--- src/rtl/mdu_pkg.sv ---
// Shared encodings and decode helpers for the iterative multiply/divide unit.
// Pure constants and functions: no latency, no flow control.
package mdu_pkg;

    localparam logic [2:0] OP_MUL    = 3'b000;
    localparam logic [2:0] OP_MULH   = 3'b001;
    localparam logic [2:0] OP_MULHSU = 3'b010;
    localparam logic [2:0] OP_MULHU  = 3'b011;
    localparam logic [2:0] OP_DIV    = 3'b100;
    localparam logic [2:0] OP_DIVU   = 3'b101;
    localparam logic [2:0] OP_REM    = 3'b110;
    localparam logic [2:0] OP_REMU   = 3'b111;

    typedef enum logic {
        ST_IDLE = 1'b0,
        ST_CALC = 1'b1
    } state_e;

    function automatic logic is_div(input logic [2:0] f3);
        return f3[2];
    endfunction

    // MUL low half is sign-agnostic; treating it as signed keeps one fix-up path.
    function automatic logic is_signed_lhs(input logic [2:0] f3);
        return (f3 == OP_MUL) || (f3 == OP_MULH) || (f3 == OP_MULHSU) ||
               (f3 == OP_DIV) || (f3 == OP_REM);
    endfunction

    function automatic logic is_signed_rhs(input logic [2:0] f3);
        return (f3 == OP_MUL) || (f3 == OP_MULH) ||
               (f3 == OP_DIV) || (f3 == OP_REM);
    endfunction

endpackage

--- src/rtl/mdu_shift_core.sv ---
// Radix-2 shift-add / restoring shift-subtract engine on unsigned magnitudes.
// One iteration per step_i; acc_nxt_o is the combinational result of the current step.
// No backpressure of its own: the owner gates step_i.
module mdu_shift_core #(
    parameter int XLEN  = 32,
    parameter int CNT_W = 5
) (
    input  logic              clk_i,
    input  logic              rst_i,
    input  logic              load_i,
    input  logic              step_i,
    input  logic              mode_div_i,
    input  logic [XLEN-1:0]   a_i,
    input  logic [XLEN-1:0]   b_i,
    output logic [2*XLEN-1:0] acc_nxt_o,
    output logic              last_iter_o
);

    logic [2*XLEN-1:0] acc_q, acc_d;
    logic [XLEN-1:0]   b_q, b_d;
    logic [CNT_W-1:0]  cnt_q, cnt_d;
    logic              mode_q, mode_d;

    logic [XLEN-1:0]   hi, lo;
    logic [XLEN:0]     sum;
    logic [XLEN:0]     shifted;
    logic [XLEN+1:0]   diff;
    logic [2*XLEN-1:0] mul_nxt, div_nxt;

    assign hi = acc_q[2*XLEN-1:XLEN];
    assign lo = acc_q[XLEN-1:0];

    // hi stays below the divisor, so the trial difference never exceeds XLEN+2 bits.
    always_comb begin
        sum     = {1'b0, hi} + (lo[0] ? {1'b0, b_q} : {(XLEN+1){1'b0}});
        mul_nxt = {sum, lo[XLEN-1:1]};
        shifted = {hi, lo[XLEN-1]};
        diff    = {1'b0, shifted} - {2'b00, b_q};
        div_nxt = diff[XLEN+1] ? {shifted[XLEN-1:0], lo[XLEN-2:0], 1'b0}
                               : {diff[XLEN-1:0],    lo[XLEN-2:0], 1'b1};
    end

    assign acc_nxt_o   = mode_q ? div_nxt : mul_nxt;
    assign last_iter_o = (cnt_q == CNT_W'(XLEN-1));

    always_comb begin
        acc_d  = acc_q;
        b_d    = b_q;
        cnt_d  = cnt_q;
        mode_d = mode_q;
        if (load_i) begin
            acc_d  = {{XLEN{1'b0}}, a_i};
            b_d    = b_i;
            cnt_d  = '0;
            mode_d = mode_div_i;
        end else if (step_i) begin
            acc_d  = acc_nxt_o;
            cnt_d  = cnt_q + 1'b1;
        end
    end

    always_ff @(posedge clk_i) begin
        if (rst_i) begin
            acc_q  <= '0;
            b_q    <= '0;
            cnt_q  <= '0;
            mode_q <= 1'b0;
        end else begin
            acc_q  <= acc_d;
            b_q    <= b_d;
            cnt_q  <= cnt_d;
            mode_q <= mode_d;
        end
    end

endmodule

--- src/rtl/mdu_iter.sv ---
// Multi-cycle RV M-extension multiply/divide unit holding one operation at a time.
// Latency XLEN+1 cycles (1 for divide-by-zero / signed overflow); result is a 1-cycle ready pulse.
// busy blocks issue while iterating; rdy_in low freezes everything, clear aborts.
module mdu_iter
    import mdu_pkg::*;
#(
    parameter int XLEN      = 32,
    parameter int ROB_WIDTH = 4
) (
    input  logic                 clk_in,
    input  logic                 rst_in,
    input  logic                 rdy_in,
    input  logic                 calc_enable,
    input  logic                 clear,
    input  logic [XLEN-1:0]      lhs,
    input  logic [XLEN-1:0]      rhs,
    input  logic [2:0]           op,
    input  logic [ROB_WIDTH-1:0] rob_dep,
    output logic                 busy,
    output logic                 ready,
    output logic [ROB_WIDTH-1:0] rob_id,
    output logic [XLEN-1:0]      value
);

    localparam int CNT_W = $clog2(XLEN);
    localparam logic [XLEN-1:0] XMIN = {1'b1, {(XLEN-1){1'b0}}};

    state_e                 state_q;
    logic [2:0]             op_q;
    logic [ROB_WIDTH-1:0]   tag_q;
    logic                   sl_q, sr_q;
    logic                   ready_q;
    logic [XLEN-1:0]        value_q;
    logic [ROB_WIDTH-1:0]   rob_id_q;

    logic                   sl, sr, div_zero, ovf, fast;
    logic [XLEN-1:0]        mag_l, mag_r, fast_val;
    logic                   core_load, core_step, last_iter;
    logic [2*XLEN-1:0]      acc_nxt, prod;
    logic [XLEN-1:0]        quo, rem, fin_val;

    always_comb begin
        sl       = is_signed_lhs(op) & lhs[XLEN-1];
        sr       = is_signed_rhs(op) & rhs[XLEN-1];
        mag_l    = sl ? (XLEN'(0) - lhs) : lhs;
        mag_r    = sr ? (XLEN'(0) - rhs) : rhs;
        div_zero = is_div(op) && (rhs == '0);
        ovf      = ((op == OP_DIV) || (op == OP_REM)) && (lhs == XMIN) && (rhs == '1);
        fast     = div_zero || ovf;
        if (div_zero)
            fast_val = op[1] ? lhs : '1;
        else
            fast_val = op[1] ? '0 : XMIN;
    end

    assign core_load = rdy_in && !clear && (state_q == ST_IDLE) && calc_enable && !fast;
    assign core_step = rdy_in && !clear && (state_q == ST_CALC);

    mdu_shift_core #(
        .XLEN  (XLEN),
        .CNT_W (CNT_W)
    ) u_core (
        .clk_i       (clk_in),
        .rst_i       (rst_in),
        .load_i      (core_load),
        .step_i      (core_step),
        .mode_div_i  (is_div(op)),
        .a_i         (mag_l),
        .b_i         (mag_r),
        .acc_nxt_o   (acc_nxt),
        .last_iter_o (last_iter)
    );

    // Sign fix-up on the final step's combinational result.
    always_comb begin
        prod = (sl_q ^ sr_q) ? ((2*XLEN)'(0) - acc_nxt) : acc_nxt;
        quo  = acc_nxt[XLEN-1:0];
        rem  = acc_nxt[2*XLEN-1:XLEN];
        if (sl_q ^ sr_q)
            quo = XLEN'(0) - quo;
        if (sl_q)
            rem = XLEN'(0) - rem;
        if (is_div(op_q))
            fin_val = op_q[1] ? rem : quo;
        else
            fin_val = (op_q == OP_MUL) ? prod[XLEN-1:0] : prod[2*XLEN-1:XLEN];
    end

    always_ff @(posedge clk_in) begin
        if (rst_in) begin
            state_q  <= ST_IDLE;
            op_q     <= '0;
            tag_q    <= '0;
            sl_q     <= 1'b0;
            sr_q     <= 1'b0;
            ready_q  <= 1'b0;
            value_q  <= '0;
            rob_id_q <= '0;
        end else if (rdy_in && clear) begin
            state_q  <= ST_IDLE;
            ready_q  <= 1'b0;
            value_q  <= '0;
            rob_id_q <= '0;
        end else if (!rdy_in) begin
            ready_q  <= 1'b0;
            value_q  <= '0;
            rob_id_q <= '0;
        end else begin
            ready_q  <= 1'b0;
            value_q  <= '0;
            rob_id_q <= '0;
            case (state_q)
                ST_IDLE: begin
                    if (calc_enable) begin
                        op_q  <= op;
                        tag_q <= rob_dep;
                        sl_q  <= sl;
                        sr_q  <= sr;
                        if (fast) begin
                            ready_q  <= 1'b1;
                            value_q  <= fast_val;
                            rob_id_q <= rob_dep;
                        end else begin
                            state_q  <= ST_CALC;
                        end
                    end
                end
                ST_CALC: begin
                    if (last_iter) begin
                        ready_q  <= 1'b1;
                        value_q  <= fin_val;
                        rob_id_q <= tag_q;
                        state_q  <= ST_IDLE;
                    end
                end
                default: state_q <= ST_IDLE;
            endcase
        end
    end

    assign busy   = (state_q == ST_CALC);
    assign ready  = ready_q;
    assign value  = value_q;
    assign rob_id = rob_id_q;

endmodule

--- config.mk ---
export PLATFORM = sky130hd
export DESIGN_NAME = mdu_iter
export DESIGN_NICKNAME = d
export VERILOG_FILES = /design/src/rtl/mdu_pkg.sv /design/src/rtl/mdu_shift_core.sv /design/src/rtl/mdu_iter.sv
export SDC_FILE = /design/constraint.sdc
export NUM_CORES = 1
export LEC_CHECK = 0
export CAP_MARGIN = 5
export CELL_PAD_IN_SITES_DETAIL_PLACEMENT = 2
export CELL_PAD_IN_SITES_GLOBAL_PLACEMENT = 2
export CORE_MARGIN = 5
export CORE_UTILIZATION = 28
export DETAILED_ROUTE_END_ITERATION = 8
export HOLD_SLACK_MARGIN = 0.02
export PLACE_DENSITY = 0.73
export SKIP_LAST_GASP = 1
export SYNTH_ARGS = -nofsm -noshare
export SYNTH_HDL_FRONTEND = slang
export SYNTH_SLANG_ARGS = --single-unit
--- constraint.sdc ---
create_clock -name clk_in -period 7.6 [get_ports clk_in]
set_clock_uncertainty 0.1 [all_clocks]
set_input_delay 2.28 -clock clk_in [delete_from_list [all_inputs] [get_ports clk_in]]
set_output_delay 2.28 -clock clk_in [all_outputs]
set_load 0.1 [all_outputs]
==> out/summary.txt, run 1 <==
Adder-Cell Fraction of Synth Area: 6.07%
Post-synthesis sequential area ratio: 19.5%
CTS tree: yes
WP data required: 7.84 ns
Final Critical Period: 6.29 ns
Post-CTS setup buffer count: 0
Post-synth top area share: 19.5%
Area leader, netlist: dfxtp_1
Syn. warnings: 0
Reg-to-Reg End: value[30]
R2R cell count: 17
NetSw: 0.972 mW
Critical R2R Launch: u_core.acc_q[41]
Switching fraction of total power: 38.1%
R2r setup slk: 1.31 ns
Worst Tran Pin Value: 1.18 ns
Routability congestion estimate from global placement: 0.934
Pin count of the biggest net entering global routing: 77
Global routing usage on met2: 42.2%
Status: finished, final reports clean
Met3 Use GR: 3.32%
Grt met1 use: 33.8%
Max Clk Rate: 0.159 GHz
Routed wire length: 77.1 mm
Setup violation total in the final timing report: 0
CP Class: flop to flop
Final Hold Fails: 0
Unrepaired setup endpoints after global routing: false
Int Power: 1.58 mW
Final slew viol count: 0
Max-cap violations: 0
Ys async rst share: 0%
Worst Setup EP: value[30]
Total Neg Setup Slack: 0 ns
Die X: 244 um
Post-synthesis simple-gate area fraction: 24.8%
Post-Synthesis Cells: 2145
GRT Util Overall: 25.3%
Slew headroom: 21.2%
Hold Path Class: flop to flop
Post-synthesis net count: 2294
Number of synthesized flops with an enable pin: 0
Non-filler cells, final: 2897
Comb power frac: 31.5%
CTS sink cnt: 149
Post-synthesis mux area share: 2.86%
Number of global-route vias before repair: 18500
Initial Util: 28.4%
Mapped Area: 15300 um2
CP startpoint: u_core.acc_q[41]
Syn Area/Cell: 7.13 um2
Post-synthesis register bit count: 149
Core ar.: 53900 um2
Die ar.: 59400 um2
Initial antenna violation count: 0
Row cnt: 85
CTS Buf Count: 17
Worst EP arrival: 6.53 ns
Via-to-Cell Ratio: 6.00
Post-route ant nets: 0
Clock root cell: clkbuf_16
Wire per inst: 26.6 um
Dpl cells: 2865
# DRC: 0
Most used routing layer in global routing: met2
CTS Buffer Depth: 2
Peak VDD IR: 0.208 mV
Crit-path max FO: 15
Vert. Die Dim: 244 um
Top Ports: 114
Area share of xor/xnor cells in the synthesized design: 9.73%
Distinct cells, synth: 100
Layout net count: 2337
Seq pwr share: 32.5%
Post-DP HPWL: 60.6 mm
Power per cell area: 144 nW/um2
Number of fill cells: 6339
First-pass GRT wire length: 117 mm
Largest family of logic cells by synthesized area: compound AO/OA/AOI/OAI gates
H-tree levels: 4
Leakage: 6.45 nW
Compound-Gate Fraction of Synth Area: 31.6%
Post-CTS sizing: 0
Grt total ovfl: 0
Final period utilization: 82.7%
Min Hold Slack: 0.374 ns
Setup crit start kind: flop
Drt pass-1 iters: 5
DR vias: 17400
CP Capture Type: flop
Clock slew at reported path FFs: 0.06 ns
Clock power share: 36.0%
Dominant cells by area after synthesis: dfxtp_1 (19%), xnor2_1 (6.7%), a21oi_1 (6.5%)
First DRT Iteration DRCs: 1149
Antenna diodes: 0
Share of cells above drive strength 1: 6.18%
Worst skew pair latency: 0.50 ns
Area delta synth->final: 15.4%
Most common flop cell mapped by yosys: dfxtp_1
# port buffers: 113
CTS Hold Bufs: 0
## through the flow
step / worst slack (ns) / util (%) / total power, mW / instance area, um2
2_1_floorplan: 1.74 / - / 1.33 / 15300
5_1_grt: 1.05 / 32.7 / 2.65 / 17600
6_report: 1.31 / 32.7 / 2.55 / 17600
4_1_cts: 1.41 / 32.7 / 2.55 / 17600
3_3_place_gp: 1.41 / 31.6 / 1.60 / 17100
3_5_place_dp: 1.18 / 31.6 / 1.63 / 17100
## worst min path at each step
stage	from	to	slack [ns]	cells after the start
2_1_floorplan	tag_q[0]	tag_q[0]	0.34	2
3_3_place_gp	tag_q[3]	tag_q[3]	0.34	2
3_5_place_dp	tag_q[3]	tag_q[3]	0.36	2
4_1_cts	tag_q[2]	tag_q[2]	0.37	2
5_1_grt	tag_q[1]	tag_q[1]	0.39	2
6_report	tag_q[2]	tag_q[2]	0.37	2
## layout make-up
type	count	area [um2]	area share (%)
Inverter	71	267	1.51
Multi-Input combinational cell	1798	11500	65.3
Clock buffer	20	437	2.47
Timing Repair Buffer	151	1410	8.00
Sequential cell	149	2990	16.9
Tap cell	696	871	4.93
Clock inverter	12	154	0.872
## placed cells by master (no fill, tap or decap), types with 9 or more instances in the layout
cell and count:
nor2_1 247, nand2_1 203, a21oi_1 200, o21ai_0 159, dfxtp_1 148, xnor2_1 116, clkdlybuf4s50_1 112, a211oi_1 75
ha_1 71, inv_1 69, nor3_1 56, xor2_1 52, nand3_1 46, nand4_1 42, and2_1 40, buf_4 38
mux2i_1 37, o211ai_1 26, o31ai_1 25, a31oi_1 25, or3_1 22, and3_1 20, o22ai_1 20, nor4_1 20
a21o_1 18, nand2b_1 17, o21a_1 17, clkbuf_16 17, nor2b_1 13, or4_1 12, a221oi_1 11, o41ai_1 11
a22oi_1 9
## registers in the layout, indices dropped and copies added, names as in the netlist, 3 cells and up
name	count
u_core.acc_q	64
u_core.b_q	32
value	32
u_core.cnt_q	5
rob_id	4
tag_q	4
op_q	3
## per-layer routing
layer	share of wire (%)	vias to the layer above
met5	0	-
met4	3.1	0
met2	46	419
li1	-	7969
met3	4.1	112
met1	46	8870
## synthesized netlist by cell type (46+ instances only)
master      n
inv_1      69
clkbuf_1   88
ha_1       71
a21oi_1   200
o21ai_0   159
nand3_1    46
xnor2_1   117
nor3_1     57
nor2_1    247
nand2_1   205
xor2_1     53
a211oi_1   75
dfxtp_1   149
## power groups by stage
stage | sequential, mW | combinational (mW) | clock (mW)
floorplan | 0.834 | 0.491 | 0
global placement | 0.844 | 0.756 | 0
detailed placement | 0.845 | 0.780 | 0
CTS | 0.828 | 0.787 | 0.934
global route | 0.831 | 0.853 | 0.966
finish | 0.829 | 0.803 | 0.917
## cells by family after synthesis
group / after synthesis
compound gates: 725
xor+xnor: 170
fa+ha+maj: 73
buf+inv: 198
flops: 149
mux: 43
simple gates: 787
## critical path, stage by stage, from the launching register on
cell and delay (ns):
dfxtp_1 0.48, ha_1 0.41, a21oi_4 0.23, o21a_2 0.21, o21ai_2 0.13, o311a_4 0.54
o21ai_1 0.28, a21boi_0 0.45, ha_1 0.36, inv_1 0.11, or4_1 0.68, or2_2 0.36
nor2_1 0.18, nand2_1 0.37, or3_1 0.57, nor4_1 0.31, mux2i_1 0.24, o211ai_1 0.12
Power figures use the tool's default switching activity.
==> run 2, diff against run 1 <==
==> constraint.sdc (replaced) <==
create_clock -name clk_in -period 5.8 [get_ports clk_in]
set_clock_uncertainty 0.1 [all_clocks]
set_input_delay 1.74 -clock clk_in [delete_from_list [all_inputs] [get_ports clk_in]]
set_output_delay 1.74 -clock clk_in [all_outputs]
set_load 0.1 [all_outputs]
==> run 2 against run 1 <==
Against the previous run: final cell count grew 2.6%; register-to-register slack lost 0.99 ns; sequential share of layout area shrank 0.65 points; wire length grew 6.0%; sequential cell count is the same; clock power grew 45%; first-iteration DRC count grew 12%; largest cell class unchanged.
==> out/summary.txt, run 2 (synthesis gave the netlist of run 1 again) <==
CTS Buffer Depth: 2 (unchanged)
Fin area: 18400 um2 (+4.0%)
Max-cap violations: 0 (unchanged)
Final slew viol count: 0 (unchanged)
CTS tree: yes
Reg-to-Reg End: value[30]
Layout net count: 2415 (+3.3%)
Non-filler cells, final: 2972 (+2.6%)
Row cnt: 85 (unchanged)
Die X: 244 um (unchanged)
Final worst slack: 0.322 ns (-0.990 ns)
CTS Buf Count: 17 (unchanged)
# port buffers: 113 (unchanged)
Unrepaired setup endpoints after global routing: false
Dpl cells: 2943 (+2.7%)
Wire per inst: 27.5 um (+3.3%)
Final Hold Fails: 0 (unchanged)
NetSw: 1.30 mW (+34%)
Pin count of the biggest net entering global routing: 77 (unchanged)
Routed wire length: 81.8 mm (+6.0%)
CTS Hold Bufs: 0 (unchanged)
Post-route ant nets: 0 (unchanged)
Hold Path Class: flop to flop
Max Clk Rate: 0.183 GHz (+15%)
Final Critical Period: 5.48 ns (-0.810 ns)
DR vias: 18200 (+4.5%)
Crit-path slowest cell: or4_1
Clock root cell: clkbuf_16
Power per cell area: 193 nW/um2 (+34%)
Initial antenna violation count: 3 (+3)
Number of global-route vias before repair: 19100 (+3.6%)
CP max stage delay: 0.57 ns (-0.11 ns)
Worst Hold Launch: tag_q[1]
Post-CTS setup buffer count: 0 (unchanged)
CP Capture Type: flop
Die ar.: 59400 um2 (unchanged)
# DRC: 0 (unchanged)
Share of cells above drive strength 1: 9.49% (+3.3 points)
Int Power: 2.24 mW (+42%)
Slew headroom: 29.1% (+7.9 points)
Initial Util: 28.4% (unchanged)
CP Buf/Inv Count: 2 (+1)
Worst EP arrival: 5.74 ns (-0.79 ns)
Most frequent cells in the layout: nor2_1 (247), nand2_1 (203), a21oi_1 (200)
R2R cell count: 18 (+1)
Setup crit start kind: flop
Post-DP HPWL: 64.5 mm (+6.4%)
Worst skew pair latency: 0.50 ns (about the same)
Pre-CTS setup slack: 0.147 ns (-1.03 ns)
Via-to-Cell Ratio: 6.11 (+1.9%)
Clock power share: 37.6% (+1.6 points)
R2r setup slk: 0.32 ns (-0.99 ns)
Largest register FFs: 64 (unchanged)
Switching fraction of total power: 36.8% (-1.3 points)
Worst Tran Pin Value: 1.06 ns (-0.122 ns)
Comb power frac: 31.7% (+0.2 points)
Leakage: 6.89 nW (+6.9%)
Largest register by flop count: u_core.acc_q
CP Class: flop to flop
First DRT Iteration DRCs: 1287 (+12%)
Routability congestion estimate from global placement: 0.943 (+0.95%)
Worst Hold Depth: 2 (unchanged)
Cell Area, Placed: 17700 um2 (+3.7%)
First-pass GRT wire length: 123 mm (+4.9%)
Drt pass-1 iters: 7 (+2)
H-tree levels: 4 (unchanged)
Status: finished, final reports clean
Overall Power: 3.54 mW (+39%)
Hold EP: tag_q[1]
WP data required: 6.06 ns (-1.78 ns)
GRT Util Overall: 26.6% (+1.4 points)
Total Neg Setup Slack: 0 ns (unchanged)
Top Ports: 114 (unchanged)
Critical R2R Launch: u_core.b_q[28]
Leading cell type in the layout, fill and taps excluded: nor2_1
Final period utilization: 94.4% (+12 points)
Crit-path max FO: 6 (-9)
Area delta synth->final: 20.0%
Seq pwr share: 30.6% (-1.9 points)
Setup violation total in the final timing report: 0 (unchanged)
Critical path's top delay family: simple AND/OR/NAND/NOR gates
CTS sink cnt: 149 (unchanged)
Peak VDD IR: 0.219 mV (+5.4%)
Clock slew at reported path FFs: 0.07 ns (about the same)
Vert. Die Dim: 244 um (unchanged)
Core ar.: 53900 um2 (unchanged)
Antenna diodes: 0 (unchanged)
Crit-path cells: inv_1 -> ha_1 -> a21oi_1 -> o21ai_0 -> a211oi_2 -> o21ai_2 -> o21ai_2 -> a21boi_1 -> ha_1 -> inv_1 -> or4_1 -> or2_2 -> nor2_1 -> nand2_1 -> or3_1 -> nor4_1 -> mux2i_1 -> o211ai_1
Grt total ovfl: 0 (unchanged)
## run 2: cell count changes in the layout (fill, tap and decap cells not counted), sizes merged
cell	delta
bufinv	+2
inv	-1
buf	+78
clkinv	-3
clkbuf	+1
clkinvlp	-2
## run 2: worst max-delay path by stage
stage,endpoint,cells past startpoint,startpoint
2_1_floorplan,value[26],22,u_core.mode_q
4_1_cts,value[30],16,u_core.acc_q[0]
3_3_place_gp,u_core.b_q[23],9,rhs[6]
3_5_place_dp,u_core.acc_q[45],11,rhs[6]
6_report,value[30],18,u_core.b_q[28]
5_1_grt,value[26],19,u_core.b_q[14]
## run 2: layout make-up
class | count | area (um2)
flip-flops and latches | 149 | 2990
multi-input cells | 1798 | 11500
well taps | 696 | 871
inverters | 71 | 267
fillers | 6271 | 35600
clock inverters | 8 | 171
repair buffers | 229 | 2050
clock buffers | 21 | 482
## run 2: timing repair
action,in CTS,in global routing
gates resized for setup,0,4
endpoints found under the hold margin,0,0
setup endpoints to repair,0,15
## run 2: worst min-delay path, cell delays in order, from the launching register on
cell,delay [ns]
dfxtp_1,0.31
nand2_1,0.05
a21oi_1,0.05
## run 2: power groups by stage
| stage | registers (mW) | clock network [mW] | logic [mW] |
|---|---|---|---|
| after floorplan | 1.09 | 0 | 0.644 |
| after global placement | 1.10 | 0 | 1.06 |
| after detailed placement | 1.11 | 0 | 1.09 |
| after CTS | 1.08 | 1.36 | 1.10 |
| after global routing | 1.09 | 1.39 | 1.19 |
| final | 1.08 | 1.33 | 1.12 |
## run 2: per-layer routing
metal,wire length (um),global-route usage [%],up-vias
li1,-,-,8142
met1,36600,35.9,9308
met2,37800,43.5,573
met3,4490,3.80,129
met4,2820,9.53,4
met5,25,0,-
## run 2: metrics by stage
step                hold slack [ns]  util, %
CTS                           0.371     34.0
detailed placement            0.361     32.8
floorplan                     0.337        -
finish                        0.365     34.0
global route                  0.402     34.0
global placement              0.343     32.8
